### config.mk
export PLATFORM = sky130hd
export DESIGN_NAME = seq_pattern_detector
export DESIGN_NICKNAME = d
export VERILOG_FILES = /design/src/rtl/seq_det_pkg.sv /design/src/rtl/seq_pattern_detector_sat_counter.sv /design/src/rtl/seq_pattern_detector.sv
export SDC_FILE = /design/constraint.sdc
export NUM_CORES = 1
export LEC_CHECK = 0
export ABC_CLOCK_PERIOD_IN_PS = 2550
export BUFFER_PORTS_ARGS = -buffer_cell sky130_fd_sc_hd__buf_4
export CAP_MARGIN = 40
export CORE_AREA = 2 2 39 41
export CTS_CLUSTER_DIAMETER = 150
export DETAILED_ROUTE_END_ITERATION = 16
export DIE_AREA = 0 0 41 43
export PLACE_DENSITY = 0.72
export SLEW_MARGIN = 20
export SYNTH_ARGS = -nofsm -noshare
export SYNTH_HDL_FRONTEND = slang
export SYNTH_SLANG_ARGS = --single-unit
export TNS_END_PERCENT = 1
### constraint.sdc
create_clock -name clock -period 2.55 [get_ports clock]
set_clock_uncertainty 0.2 [all_clocks]
set_input_delay 0.3825 -clock clock [delete_from_list [all_inputs] [get_ports clock]]
set_output_delay 0.3825 -clock clock [all_outputs]
set_load 0.1 [all_outputs]
### src/rtl/seq_det_pkg.sv
// seq_det_pkg: mode constants, state-width helper and elaboration-time KMP transition table for seq_pattern_detector
package seq_det_pkg;
   localparam int MODE_MOORE = 0;
   localparam int MODE_MEALY = 1;
   localparam int MAX_LEN = 16;
   localparam int ENT_W = 5;
   localparam int TBL_W = 2 * MAX_LEN * ENT_W;
   function automatic int state_w(input int len);
      return $clog2(len + 1);
   endfunction
   function automatic int delta(input logic [MAX_LEN-1:0] pat, input int len, input int k, input logic b);
      int r = 0;
      logic ok;
      for (int m = 1; m <= k + 1; m++) begin
         ok = 1'b1;
         for (int t = 0; t < m; t++)
            if (((k + 1 - m + t) < k ? pat[len - 2 - k + m - t] : b) != pat[len - 1 - t]) ok = 1'b0;
         if (ok) r = m;
      end
      return r;
   endfunction
   function automatic int border_len(input logic [MAX_LEN-1:0] pat, input int len);
      int r = 0;
      logic ok;
      for (int m = 1; m < len; m++) begin
         ok = 1'b1;
         for (int t = 0; t < m; t++)
            if (pat[m - 1 - t] != pat[len - 1 - t]) ok = 1'b0;
         if (ok) r = m;
      end
      return r;
   endfunction
   function automatic logic [TBL_W-1:0] build_table(input logic [MAX_LEN-1:0] pat, input int len);
      logic [TBL_W-1:0] t = '0;
      for (int k = 0; k < len; k++)
         for (int b = 0; b < 2; b++)
            t[(2 * k + b) * ENT_W +: ENT_W] = ENT_W'(delta(pat, len, k, b[0]));
      return t;
   endfunction
endpackage

### src/rtl/seq_pattern_detector_sat_counter.sv
// sat_counter: saturating up-counter; ports clock, reset, inc (count up), clr (clear, beats inc), count
module sat_counter #(
   parameter int W = 8
) (
   input  logic         clock,
   input  logic         reset,
   input  logic         inc,
   input  logic         clr,
   output logic [W-1:0] count
);
   always_ff @(posedge clock)
      if (reset || clr) count <= '0;
      else if (inc && count != '1) count <= count + W'(1);
endmodule

### src/rtl/seq_pattern_detector.sv
// seq_pattern_detector: parametrised serial pattern detector; ports clock, reset, enable, sequence_in, count_clr -> detector_out, match_count, match_state
module seq_pattern_detector
   import seq_det_pkg::*;
#(
   parameter int               PAT_LEN = 4,
   parameter logic [PAT_LEN-1:0] PATTERN = 4'b1011,
   parameter int               MEALY   = MODE_MOORE,
   parameter int               OVERLAP = 1,
   parameter int               CNT_W   = 8
) (
   input  logic                          clock,
   input  logic                          reset,
   input  logic                          enable,
   input  logic                          sequence_in,
   input  logic                          count_clr,
   output logic                          detector_out,
   output logic [CNT_W-1:0]              match_count,
   output logic [state_w(PAT_LEN)-1:0]   match_state
);
   localparam int SW = state_w(PAT_LEN);
   localparam logic [TBL_W-1:0] TBL = build_table(MAX_LEN'(PATTERN), PAT_LEN);
   localparam int B = border_len(MAX_LEN'(PATTERN), PAT_LEN);
   localparam logic [SW-1:0] LAST = SW'(PAT_LEN);
   localparam logic [SW-1:0] POST = OVERLAP != 0 ? SW'(B) : '0;
   if (PAT_LEN < 2 || PAT_LEN > MAX_LEN) begin : g_bad_len
      $error("seq_pattern_detector: PAT_LEN must be in 2..16");
   end
   logic [SW-1:0] state, eff, state_d;
   logic [ENT_W-1:0] nxt;
   logic [8:0] idx;
   logic valid, hit;
   // The Moore terminal state behaves like the post-match state for the next bit.
   always_comb begin
      valid = MEALY == MODE_MEALY ? state < LAST : state <= LAST;
      eff = !valid ? '0 : state == LAST ? POST : state;
      idx = 9'({eff, sequence_in}) * 9'(ENT_W);
      nxt = TBL[idx +: ENT_W];
      hit = enable && nxt == ENT_W'(PAT_LEN);
      state_d = !valid ? '0 : !enable ? state : hit ? (MEALY == MODE_MEALY ? POST : LAST) : nxt[SW-1:0];
   end
   always_ff @(posedge clock) state <= reset ? '0 : state_d;
   assign match_state = state;
   assign detector_out = MEALY == MODE_MEALY ? hit : state == LAST;
   sat_counter #(.W(CNT_W)) u_cnt (
      .clock(clock),
      .reset(reset),
      .inc(hit),
      .clr(count_clr),
      .count(match_count)
   );
endmodule

==> key figures <==
Clock tree
  – Clock Tree Buf Depth: 2
  – TritonCTS Buffers: 3
  – Sink Count: 11
  – Root Driver: clkbuf_4
  – Post-CTS Setup Repair Bufs: 0
  – CTS tree: yes
  – Clk slew on worst S/H paths: around 80 ps
  – Worst skew pair latency: around 270 ps
  – Hold Buf Count CTS: 0
  – H-tree depth: 1

Worst hold path
  – Worst Hold Class: in2reg
  – Worst hold start: reset

Global route
  – GR Layer Usage met1: 27.5%
  – Routing usage on met3: 4.71%
  – Initial antenna violation count: 0
  – Vias in the first global route: between 500 and 600
  – GRT Resource Usage Total: 19.6%
  – Met2 Track Usage GR: approximately 27%
  – Largest net degree at the start of global routing: 11
  – Global-route wire length before repair: between 2000 and 2500 um
  – GRT Residual Overflow: 0
  – Global routing's busiest layer: met1

STA
  – Fin. max-slew vios: 0
  – Max-slew headroom: 74.4%
  – RSZ-0062 raised after global routing: false
  – Hold Fails Final Rpt: 0
  – # setup viols final: 0
  – Period utilisation layout: 94.8%
  – Min Clock Period, post-route: roughly 2400 ps
  – Worst slew pin tran: 383 ps
  – Max Fclk: between 400 and 500 MHz

Synthesis
  – Main combinational cell family by area after synthesis: simple AND/OR/NAND/NOR gates
  – Synth Area in Adders: 4.09%
  – Post-Syn Area: roughly 600 um^2
  – Syn. warnings: 0
  – Synth Area in XOR/XNOR: about 1.4%
  – Simple-Gate Fraction of Synth Area: between 30 and 40%
  – Synthesized Nets: 82
  – Syn_area_per_cell: approximately 8.2 um^2
  – Async S/R FF share, synth: 0%
  – Commonest register cell after synthesis: dfxtp_1
  – Mapped Cells: 75
  – Post-synth EDFFs: 0
  – Most area-consuming cells after synthesis: dfxtp_1 36%, a21oi_1 7.4%, or4_1 7.4%, o41ai_1 4.3%, ha_1 4.1%
  – Complex-gate fraction of the synthesized area: around 22%
  – Yosys cell types: 27
  – Register area share after synthesis: between 30% and 40%
  – Cell taking the most area after synthesis: dfxtp_1
  – Yosys reg bits: 11
  – Synth top area share: between 30% and 40%
  – Post-synthesis mux area share: 0%

Worst setup path
  – CP Launch Type: flip-flop
  – Crit Path Max Fanout: 10
  – Worst setup EP type: flip-flop
  – Kind of critical path: reg2reg
  – Crit path DAT: 2410 ps
  – Worst reg2reg path startpoint: match_state[0]
  – Worst Setup SP: match_state[0]
  – WP data required: 2550 ps

Power and ir drop
  – Pwr/cell area: 412 mW/mm^2
  – Maximum VDD drop: roughly 240 uV
  – Switching share of power: a little over a quarter
  – Gate power share: a little under an eighth
  – Seq pwr share: between 50% and 60%
  – Leak: ~0.29 nW
  – NetSw: 0.0890 mW
  – Clock share of power: 36.5%
  – Pint: around 0.25 mW

Run
  – Max Cap Viol: 0

Finish
  – Design area: approximately 800 um^2
  – Commonest non-fill, non-tap cell in the layout: buf_4
  – Fraction of layout cells with a size suffix above 1: 32.3%
  – NumNets Final: a little over 100
  – Synth-to-Final Area Change: 32.7%
  – Fin cells: around 110
  – Ant diodes: 0
  – Core utilization of the finished layout: a little under 60%
  – Most frequent cells in the layout: 18 x buf_4, 9 x a21oi_1, 8 x dfxtp_1, 6 x nand2_1, 6 x or4_1

Die
  – DIE AREA: ~0.0018 mm^2
  – Die Y-Extent: between 40 and 50 um
  – Core box area: ~0.0014 mm^2
  – I/O pins: 17
  – Rows: 14
  – Initial Util: between 40 and 50%
  – Die outline width: between 40 and 50 um

Placed design
  – Placement Cell Area: ~800 um^2
  – Hpwl dp: about 1100 um
  – Buffers on Ports: 16
  – GP Congestion: approximately 0.86
  – Placed cell count: around 110

Detailed routing
  – ANT nets after route: 0
  – Total Routed Length: between 1000 and 1500 um
  – Pre-Repair DR Iteration Count: 4
  – Average via count per standard cell: 5.93
  – Vias: approximately 650
  – Residual DRC: 0
  – Detailed Route Iter0 Violations: 11
  – Routed wire per std cell: about 13 um

Status
  – Status: complete, no violations
worst max-delay path: stages (launching register included):
cell and delay [ps]:
dfxtp_4 370, nor2_2 120, and2_4 160, nor2_1 40, ha_1 290, nand4b_1 80, or3_4 390, or4_1 540
a21oi_1 160
per-stage QoR:
stage / power [mW] / TNS [ps] / setup WS (ps) / hold slack [ps]
floorplan: 0.203 / -940 / -149 / 242
global placement: 0.215 / 0 / 133 / 277
detailed placement: 0.216 / 0 / 102 / 282
CTS: 0.337 / 0 / 78.3 / 88.3
global route: 0.347 / 0 / 67.6 / 89.6
finish: 0.334 / 0 / 132 / 92.2
area by class of cell:
cell class,count,area [um^2]
clock buffers,4,26.3
fillers,128,572
inverters,2,7.51
multi-input cells,58,392
flip-flops and latches,11,231
well taps,16,20.0
repair buffers,18,135
layer usage:
layer	wire [um]	share of wire (%)	vias to the layer above
met3	48	3.3	2
li1	-	-	322
met2	706	48	14
met5	0	0	-
met1	697	48	308
met4	11	0.75	0
flip-flops by register name, indices dropped and copies added, names as in the netlist:
register and cells:
u_cnt.count 8, match_state 3
power by group through the flow:
stage                     sequential [mW]  combinational, mW  clock (mW)
after CTS                           0.174             0.0381       0.125
final                               0.174             0.0382       0.122
after global placement              0.178             0.0374           0
after floorplan                     0.189             0.0136           0
after global routing                0.175             0.0411       0.132
after detailed placement            0.178             0.0381           0
cell usage after synthesis (2+ instances only):
master,number
dfxtp_1,11
a21oi_1,9
nand2_1,6
or4_1,6
nand3_1,5
nor2_1,4
o31ai_1,3
o41ai_1,3
and2_1,2
buf_2,2
clkbuf_1,2
ha_1,2
inv_1,2
nand4_1,2
o21a_1,2
o21ai_0,2
or3_1,2
logic make-up (layout without fill, tap and decap cells):
group,after synthesis,in the layout
and+or+nand+nor,34,34
AOI/OAI and AO/OA,21,21
buffers and inverters,6,24
adders and majority gates,2,2
DFF,11,11
xor gates and xnor gates,1,1
worst paths after layout:
path / end / slack (ps) / cells past startpoint
min reg2reg: u_cnt.count[7] / 290 / 2
min: match_state[2] / 90 / 2
max: u_cnt.count[3] / 130 / 8
max reg2reg: u_cnt.count[3] / 130 / 8
repair_timing:
| action | in CTS | in global routing |
|---|---|---|
| gates resized for setup | 0 | 1 |
| endpoints found under the hold margin | 0 | 0 |
| endpoints found under the setup margin | 0 | 4 |
(Power assumes the default switching activity.)
